File: config.mk
export PLATFORM = sky130hd
export DESIGN_NAME = cla_pipe_adder_flat
export DESIGN_NICKNAME = d
export VERILOG_FILES = /design/src/rtl/cla_pipe_adder_if.sv /design/src/rtl/cla_pipe_adder.sv /design/src/flat_wrapper.sv
export SDC_FILE = /design/constraint.sdc
export NUM_CORES = 1
export LEC_CHECK = 0
export CAP_MARGIN = 30
export CORE_ASPECT_RATIO = 0.9
export CORE_MARGIN = 2
export CORE_UTILIZATION = 40
export CTS_CLUSTER_DIAMETER = 80
export DETAILED_ROUTE_END_ITERATION = 10
export GPL_ROUTABILITY_DRIVEN = 0
export GPL_TIMING_DRIVEN = 0
export SYNTH_ARGS = -nofsm -noshare
export SYNTH_HDL_FRONTEND = slang
export SYNTH_SLANG_ARGS = --single-unit
File: constraint.sdc
create_clock -name clk -period 3.1 [get_ports clk]
set_input_delay 0.62 -clock clk [delete_from_list [all_inputs] [get_ports clk]]
set_output_delay 0.62 -clock clk [all_outputs]
set_load 0.01 [all_outputs]
File: src/rtl/cla_pipe_adder_if.sv
// Operand/result stream bundle for cla_pipe_adder: valid/ready on the operand side
// and on the result side, with the operand and flag buses they qualify.
interface cla_pipe_adder_if #(
    parameter int WIDTH = 16
);
    logic             in_valid;
    logic             in_ready;
    logic [WIDTH-1:0] a;
    logic [WIDTH-1:0] b;
    logic             cin;
    logic             sub;
    logic             out_valid;
    logic             out_ready;
    logic [WIDTH-1:0] sum;
    logic             cout;
    logic             ovf;
    logic             zero;

    modport master (
        output in_valid, a, b, cin, sub, out_ready,
        input  in_ready, out_valid, sum, cout, ovf, zero
    );

    modport slave (
        input  in_valid, a, b, cin, sub, out_ready,
        output in_ready, out_valid, sum, cout, ovf, zero
    );
endinterface

File: src/rtl/cla_pipe_adder.sv
// Pipelined carry-lookahead adder/subtractor: one slice of GPS 4-bit CLA groups per
// stage, group carry registered between ranks, elastic valid/ready flow with bubble collapse.
module cla_pipe_adder #(
    parameter int WIDTH = 16,
    parameter int GPS   = 1
) (
    input  logic            clk,
    input  logic            rst_n,
    cla_pipe_adder_if.slave bus
);
    localparam int SW = 4 * GPS;
    localparam int S  = WIDTH / SW;

    if ((WIDTH % SW) != 0 || WIDTH < SW) begin : g_width_check
        $error("cla_pipe_adder: WIDTH must be a non-zero multiple of 4*GPS");
    end

    logic             r_v [0:S];
    logic [WIDTH-1:0] r_s [0:S];
    logic             r_c [0:S];
    logic [WIDTH-1:0] r_a [0:S-1];
    logic [WIDTH-1:0] r_b [0:S-1];
    logic             r_ovf;
    logic             r_zero;

    logic             load  [0:S];
    logic [WIDTH-1:0] nxt_s [1:S];
    logic             nxt_c [1:S];
    logic             c_msb;

    // Returns {carry into bit 3, carry out, sum[3:0]}.
    function automatic logic [5:0] cla4(input logic [3:0] x, input logic [3:0] y, input logic c0);
        logic [3:0] p;
        logic [3:0] g;
        logic       c1, c2, c3, c4;
        p  = x ^ y;
        g  = x & y;
        c1 = g[0] | (p[0] & c0);
        c2 = g[1] | (p[1] & g[0]) | (p[1] & p[0] & c0);
        c3 = g[2] | (p[2] & g[1]) | (p[2] & p[1] & g[0]) | (p[2] & p[1] & p[0] & c0);
        c4 = g[3] | (p[3] & g[2]) | (p[3] & p[2] & g[1]) | (p[3] & p[2] & p[1] & g[0])
           | (p[3] & p[2] & p[1] & p[0] & c0);
        return {c3, c4, p ^ {c3, c2, c1, c0}};
    endfunction

    // A rank may load when empty or when everything downstream of it advances.
    always_comb begin : flow
        logic go;
        go = bus.out_ready;
        for (int k = S; k >= 0; k--) begin
            load[k] = !r_v[k] || go;
            go      = load[k];
        end
    end

    always_comb begin : slices
        logic [WIDTH-1:0] s;
        logic             c;
        logic [5:0]       r;
        int               base;
        s     = '0;
        c     = 1'b0;
        r     = '0;
        base  = 0;
        c_msb = 1'b0;
        for (int k = 1; k <= S; k++) begin
            s = r_s[k-1];
            c = r_c[k-1];
            for (int g = 0; g < GPS; g++) begin
                base          = ((k - 1) * GPS + g) * 4;
                r             = cla4(r_a[k-1][base +: 4], r_b[k-1][base +: 4], c);
                s[base +: 4]  = r[3:0];
                c             = r[4];
                if (k == S && g == GPS - 1) c_msb = r[5];
            end
            nxt_s[k] = s;
            nxt_c[k] = c;
        end
    end

    always_ff @(posedge clk or negedge rst_n) begin
        if (!rst_n) begin
            for (int k = 0; k <= S; k++) begin
                r_v[k] <= 1'b0;
                r_s[k] <= '0;
                r_c[k] <= 1'b0;
            end
            for (int k = 0; k < S; k++) begin
                r_a[k] <= '0;
                r_b[k] <= '0;
            end
            r_ovf  <= 1'b0;
            r_zero <= 1'b0;
        end else begin
            if (load[0]) begin
                r_v[0] <= bus.in_valid;
                if (bus.in_valid) begin
                    r_a[0] <= bus.a;
                    r_b[0] <= bus.b ^ {WIDTH{bus.sub}};
                    r_c[0] <= bus.sub | bus.cin;
                end
            end
            for (int k = 1; k <= S; k++) begin
                if (load[k]) begin
                    r_v[k] <= r_v[k-1];
                    if (r_v[k-1]) begin
                        r_s[k] <= nxt_s[k];
                        r_c[k] <= nxt_c[k];
                    end
                end
            end
            for (int k = 1; k < S; k++) begin
                if (load[k] && r_v[k-1]) begin
                    r_a[k] <= r_a[k-1];
                    r_b[k] <= r_b[k-1];
                end
            end
            if (load[S] && r_v[S-1]) begin
                r_ovf  <= c_msb ^ nxt_c[S];
                r_zero <= (nxt_s[S] == '0);
            end
        end
    end

    assign bus.in_ready  = load[0];
    assign bus.out_valid = r_v[S];
    assign bus.sum       = r_s[S];
    assign bus.cout      = r_c[S];
    assign bus.ovf       = r_ovf;
    assign bus.zero      = r_zero;
endmodule

File: src/flat_wrapper.sv
// flat-port wrapper written by rule: the top's interface ports become plain ports
module cla_pipe_adder_flat 
#(
    parameter int WIDTH = 16,
    parameter int GPS   = 1
)
  (clk, rst_n, bus_in_valid, bus_a, bus_b, bus_cin, bus_sub, bus_out_ready, bus_in_ready, bus_out_valid, bus_sum, bus_cout, bus_ovf, bus_zero);
  cla_pipe_adder_if #(.WIDTH(WIDTH)) bus_i ();
  input  logic clk;
  input  logic rst_n;
  input wire logic [$bits(bus_i.in_valid)-1:0] bus_in_valid;
  input wire logic [$bits(bus_i.a)-1:0] bus_a;
  input wire logic [$bits(bus_i.b)-1:0] bus_b;
  input wire logic [$bits(bus_i.cin)-1:0] bus_cin;
  input wire logic [$bits(bus_i.sub)-1:0] bus_sub;
  input wire logic [$bits(bus_i.out_ready)-1:0] bus_out_ready;
  output wire logic [$bits(bus_i.in_ready)-1:0] bus_in_ready;
  output wire logic [$bits(bus_i.out_valid)-1:0] bus_out_valid;
  output wire logic [$bits(bus_i.sum)-1:0] bus_sum;
  output wire logic [$bits(bus_i.cout)-1:0] bus_cout;
  output wire logic [$bits(bus_i.ovf)-1:0] bus_ovf;
  output wire logic [$bits(bus_i.zero)-1:0] bus_zero;
  assign bus_i.in_valid = bus_in_valid;
  assign bus_i.a = bus_a;
  assign bus_i.b = bus_b;
  assign bus_i.cin = bus_cin;
  assign bus_i.sub = bus_sub;
  assign bus_i.out_ready = bus_out_ready;
  assign bus_in_ready = bus_i.in_ready;
  assign bus_out_valid = bus_i.out_valid;
  assign bus_sum = bus_i.sum;
  assign bus_cout = bus_i.cout;
  assign bus_ovf = bus_i.ovf;
  assign bus_zero = bus_i.zero;
  cla_pipe_adder #(.WIDTH(WIDTH), .GPS(GPS)) u_core (.clk(clk), .rst_n(rst_n), .bus(bus_i));
endmodule
==> impl_metrics.yaml, run 1 <==
pwr:
  leakage_uw: 0.00305
  power-per-cell-area_nw_per_um2: 940
  peakVddDrop_mv: 0.446
clock_tree:
  tritoncts: "yes"
  insertion_delay_ns: 0.42
  cts_hold_buf: 0
  clkTransAtPathRegs_ns: 0.05
  cts-root-buf: "clkbuf_16"
  post-cts-setup-buffers: 0
  cts_max_level: 4
  cts.path.max_buffers: 2
  cts.repair.resized: 0
  numClockSinks: 132
  numCtsBuffers: 17
setup_path:
  cp_max_fo: 3
  cp.required_ns: 2.48
  startpoint_type: "primary input"
  worstPathArrival_ns: 2.03
  reg2reg_depth: 6
  endpoint_kind: "output port"
  critPathMaxStageDelay_ns: 0.49
  cp.depth: 4
  critPathTopFamily: "buffers and inverters"
  path_cells: "clkdlybuf4s50_1 -> and4b_4 -> nand3_1 -> clkdlybuf4s50_1"
  slowest_stage: "clkdlybuf4s50_1"
  cpMostUsedCell: "clkdlybuf4s50_1"
  crit_buf_inv: 2
  path_class: "primary input to output port"
global_route:
  grt_use_total_pct: 15.0
  grt_max_degree: 79
  first_global_vias: 3431
  antenna_found_initial: 0
  grt_pass1_wl_mm: 17.3
  grt_overflow: 0
outcome:
  status: "complete, no violations"
detailed_routing:
  first_pass_iters: 4
  wl_mm: 10.1
  route.detailed.wl_per_inst_um: 14.3
  drtIter0Drc: 215
  drtAntennaViolNets: 0
  vias: 3317
  post-route-drc-count: 0
  vias_per_cell: 4.73
yosys:
  synth_area_sq_um: 5670
  async_reset_ff_share_pct: 100
  synthSimpleGateAreaFrac_pct: 4.15
  ys_seq_area_share_pct: 58.2
  synth_edf_count: 0
  synth-main-ff-cell: "dfrtp_1"
  yosys_warnings: 12
  synth_top_family_by_area: "multiplexers"
  synthAdderAreaFrac_pct: 4.94
  synth_cell_type_count: 32
  muxShareOfSynthArea_pct: 18.0
  syn_nets: 477
  synth_xor_area_share_pct: 4.32
  avgSynthCellArea_sq_um: 13.5
  synth_compound_area_share_pct: 7.26
  synth_seq_cells: 132
  synthCells: 419
worst_hold_path:
  hp-class: "primary input to asynchronous set/reset pin"
sta:
  timing.final.crit_share_pct: 85.4
  hold_ws_ns: 0.165
  setup_viol: 0
  hold_viol: 0
  rsz0062_at_grt: "false"
  period_minus_slack_ns: 2.65
  maxSlewViolCount: 0
  clock_skew_ns: 0.00585
  relSlewSlack_pct: 65.4
  timing.fmax_mhz: 378
  timing_worst_slew_pin_value_ns: 0.519
layout:
  area_delta_synth_final_pct: 25.4
  nFillCells: 1214
  final-instance-count-excl-fill: 702
  fin_nets: 554
  final_layout_size_suffix_gt1_share_pct: 28.1
  stdcell_area_sq_um: 7110
  antenna_cells: 0
placed_design:
  place_area_sq_um: 6510
  io_buffers: 57
  dpl.hpwl_mm: 7.41
  place_inst: 670
flow_run:
  drv_cap: 0
floorplan:
  die_h_um: 117
  io_pins: 59
  start_util_pct: 40.7
  fp.dieW_um: 130
  dieArea_sq_um: 15200
  rows: 41
  coreArea_sq_um: 14000
layer usage:
metal	global-route usage [%]	share of wire, %	vias up
met5	0	0	-
met4	5.81	1.9	0
met3	4.14	3.9	16
met2	22.1	45	64
met1	21.3	50	1617
li1	-	-	1620
registers in the layout, summed over array words and instances, names as in the netlist:
signal                cells
u_core.r_v                4
u_core.bus.sum           16
u_core.bus.ovf            1
u_core.r_c                4
u_core.bus.zero           1
u_core.r_b               40
u_core.r_a               40
u_core.nxt_s             24
u_core.bus.out_valid      1
u_core.bus.cout           1
final timing paths:
| kind | slack (ns) | end | startpoint |
|---|---|---|---|
| setup / recovery | 0.45 | bus_in_ready | bus_out_ready |
| setup reg to reg | 1.06 | u_core.bus.zero | u_core.r_b[12] |
| hold / removal | 0.16 | u_core.bus.sum[12] | rst_n |
| min in group clk | 0.47 | u_core.nxt_s[23] | u_core.nxt_s[23] |
| hold reg to reg | 0.47 | u_core.nxt_s[23] | u_core.nxt_s[23] |
| max in group asynchronous | 2.19 | u_core.r_c[3] | rst_n |
area by class of cell:
cell class / count / area [sq um] / area share, %
repair buffers: 58 / 599 / 8.43
plain buffers: 17 / 121 / 1.71
inverters: 15 / 56.3 / 0.792
clock buffers: 24 / 502 / 7.05
clock inverters: 8 / 97.6 / 1.37
multi-input cells: 255 / 2190 / 30.8
flip-flops and latches: 132 / 3300 / 46.4
well taps: 193 / 241 / 3.39
placed cells by master (no fill, tap or decap), drive strengths merged:
cell type        n
a211oi           8
a21o             4
a21oi           22
a31oi            1
and4b            1
buf             19
bufinv           2
clkbuf          24
clkdlybuf4s50   56
clkinv           3
clkinvlp         3
dfrtp          132
fa               4
ha              16
inv             15
mux2            89
mux2i            1
nand2           23
nand2b           1
nand3            1
nand4b           2
nor2            19
nor3             1
nor4             1
o21ai           25
o21bai           5
o31ai            1
or4              1
or4b             1
xnor2           18
xor2            10
cells in the mapped netlist, types with 4 or more instances:
master	n	area share [%]
a211oi_1	8	1.1
a21o_1	4	0.53
a21oi_1	22	1.9
buf_2	10	0.88
buf_6	5	0.99
dfrtp_1	132	58
fa_1	4	1.4
ha_1	16	3.5
inv_1	15	0.99
mux2_2	86	17
nand2_1	23	1.5
nor2_1	19	1.3
o21ai_0	23	2.0
o21bai_1	5	0.66
xnor2_1	18	2.8
xor2_1	10	1.5
power by group:
part / leakage, uW / internal (uW) / total, uW / switching, uW
logic: 0.00122 / 1100 / 1970 / 870
clock network: 0.000288 / 1290 / 1990 / 706
registers: 0.00154 / 2340 / 2730 / 391
total: 0.00305 / 4720 / 6690 / 1970
stage by stage:
| step | setup TNS (ns) | utilization, % | power (uW) | setup WS (ns) |
|---|---|---|---|---|
| final | 0 | 51.0 | 6690 | 0.453 |
| after global routing | 0 | 51.0 | 7160 | 0.396 |
| after CTS | 0 | 51.0 | 6780 | 0.445 |
| after detailed placement | 0 | 46.7 | 4760 | 0.445 |
| after global placement | -483.44 | 46.5 | 4660 | -3.67 |
| after floorplan | 0 | - | 4010 | 1.22 |
cell families after synthesis:
family,after synthesis
fa+ha+maj,20
mux,90
xor+xnor,28
compound gates,66
simple gates,51
flops,132
buf+inv,32
Power figures use the tool's default switching activity.
==> run 2, diff against run 1 <==
SLEW_MARGIN = 20   (was not set)
==> run 2 against run 1 <==
Compared with the run above:
- critical path depth did not move
- clock skew is essentially flat
- largest power group unchanged
- combinational power about the same
- routed wire length decreased by 0.37%
- first-iteration DRC count decreased by 24%
- critical path type unchanged
- via count fell by 0.66%
- sequential share of layout area down 0.16 points
- sequential power about the same
==> impl_metrics.yaml, run 2 (synthesis gave the netlist of run 1 again) <==
global_route:
  first_global_vias: 3404
  grt_max_degree: 79
  grt_use_total_pct: 15.0
  grt_pass1_wl_mm: 17.2
  antenna_found_initial: 0
  grt_overflow: 0
pwr:
  pwr-share-clk_pct: 30.3
  leakage_uw: 0.00306
  p_int_uw: 4760
  combPwrFrac_pct: 29.3
  switching_share_pct: 29.5
  peakVddDrop_mv: 0.443
  p_total_uw: 6750
  p_seq_share_pct: 40.4
  power-per-cell-area_nw_per_um2: 946
  switching_power_uw: 1990
worst_hold_path:
  hp-class: "primary input to asynchronous set/reset pin"
sta:
  fin_tns_setup_ns: 0
  rsz0062_at_grt: "false"
  timing_worst_slew_pin_value_ns: 0.433
  setup_viol: 0
  relSlewSlack_pct: 71.2
  hold_viol: 0
  maxSlewViolCount: 0
  worst_slack_ns: 0.458
  timing.fmax_mhz: 378
  period_minus_slack_ns: 2.64
  clock_skew_ns: 0.00562
  timing.final.crit_share_pct: 85.2
clock_tree:
  numCtsBuffers: 17
  cts.repair.resized: 0
  numClockSinks: 132
  tritoncts: "yes"
  cts_hold_buf: 0
  cts_max_level: 4
  cts.path.max_buffers: 2
  post-cts-setup-buffers: 0
  cts-root-buf: "clkbuf_16"
  clkTransAtPathRegs_ns: 0.05
  insertion_delay_ns: 0.41
detailed_routing:
  route.detailed.wl_per_inst_um: 14.3
  drtIter0Drc: 163
  vias: 3295
  drtAntennaViolNets: 0
  first_pass_iters: 4
  post-route-drc-count: 0
  vias_per_cell: 4.69
  wl_mm: 10.0
layout:
  fin_nets: 554
  mostFrequentLayoutCell: "dfrtp_1"
  utilization_pct: 51.2
  most-common-layout-cells: "132 x dfrtp_1, 86 x mux2_2, 56 x clkdlybuf4s50_1, 23 x nand2_1, 23 x o21ai_0"
  final-instance-count-excl-fill: 702
  final_layout_size_suffix_gt1_share_pct: 28.5
  antenna_cells: 0
  area_delta_synth_final_pct: 25.8
floorplan:
  fp.dieW_um: 130
  start_util_pct: 40.7
  coreArea_sq_um: 14000
  io_pins: 59
  dieArea_sq_um: 15200
  rows: 41
  die_h_um: 117
flow_run:
  drv_cap: 0
setup_path:
  cp.required_ns: 2.48
  path_class: "primary input to output port"
  endpoint_kind: "output port"
  startpoint_type: "primary input"
  cp_max_fo: 3
  worstPathArrival_ns: 2.02
outcome:
  status: "complete, no violations"
placed_design:
  pre_cts_slack_ns: 0.444
  dpl.hpwl_mm: 7.41
  io_buffers: 57
  place_inst: 670
-- run 2: changes by cell type in the layout (fill, tap and decap cells not counted), sizes merged --
cell,delta
clkbuf,-4
clkinv,+3
bufinv,+1
-- run 2: worst max-delay path, stage by stage --
cell and delay (ns):
clkdlybuf4s50_1 0.43, and4b_4 0.38, nand3_1 0.10, clkdlybuf4s50_1 0.49
-- run 2: final timing paths --
| kind | cells past startpoint | slack (ns) | endpoint | from |
|---|---|---|---|---|
| max | 4 | 0.46 | bus_in_ready | bus_out_ready |
| min | 1 | 0.13 | u_core.bus.sum[12] | rst_n |
| max reg2reg | 6 | 1.02 | u_core.bus.zero | u_core.r_b[12] |
| min reg2reg | 2 | 0.48 | u_core.nxt_s[23] | u_core.nxt_s[23] |
| max in group asynchronous | 2 | 2.26 | u_core.r_b[49] | rst_n |
| min in group clk | 2 | 0.48 | u_core.nxt_s[23] | u_core.nxt_s[23] |
-- run 2: layout make-up --
class,count,area [sq um]
Multi-Input combinational cell,255,2190
Sequential cell,132,3300
Timing Repair Buffer,58,603
Inverter,15,56.3
Tap cell,193,241
Fill cell,1217,6820
Clock inverter,12,154
Clock buffer,20,467
Buffer,17,121
-- run 2: stage by stage --
step / hold slack [ns] / cell area, sq um
after floorplan: 0.324 / 5670
after global placement: 0.470 / 6480
after detailed placement: 0.469 / 6520
after CTS: 0.129 / 7140
after global routing: 0.147 / 7140
final: 0.127 / 7140
-- run 2: power groups by stage --
stage	logic (uW)	clock network, uW	registers, uW
4_1_cts	2010	2100	2740
3_3_place_gp	1930	0	2740
5_1_grt	2240	2180	2810
6_report	1980	2050	2730
3_5_place_dp	2000	0	2770
2_1_floorplan	1350	0	2660
-- run 2: metal layers --
| layer | GRT usage [%] | vias to the layer above | routed length, um |
|---|---|---|---|
| met2 | 22.2 | 60 | 4460 |
| met5 | 0 | - | 0 |
| li1 | - | 1626 | - |
| met1 | 21.1 | 1596 | 5020 |
| met3 | 4.55 | 13 | 371 |
| met4 | 5.59 | 0 | 166 |
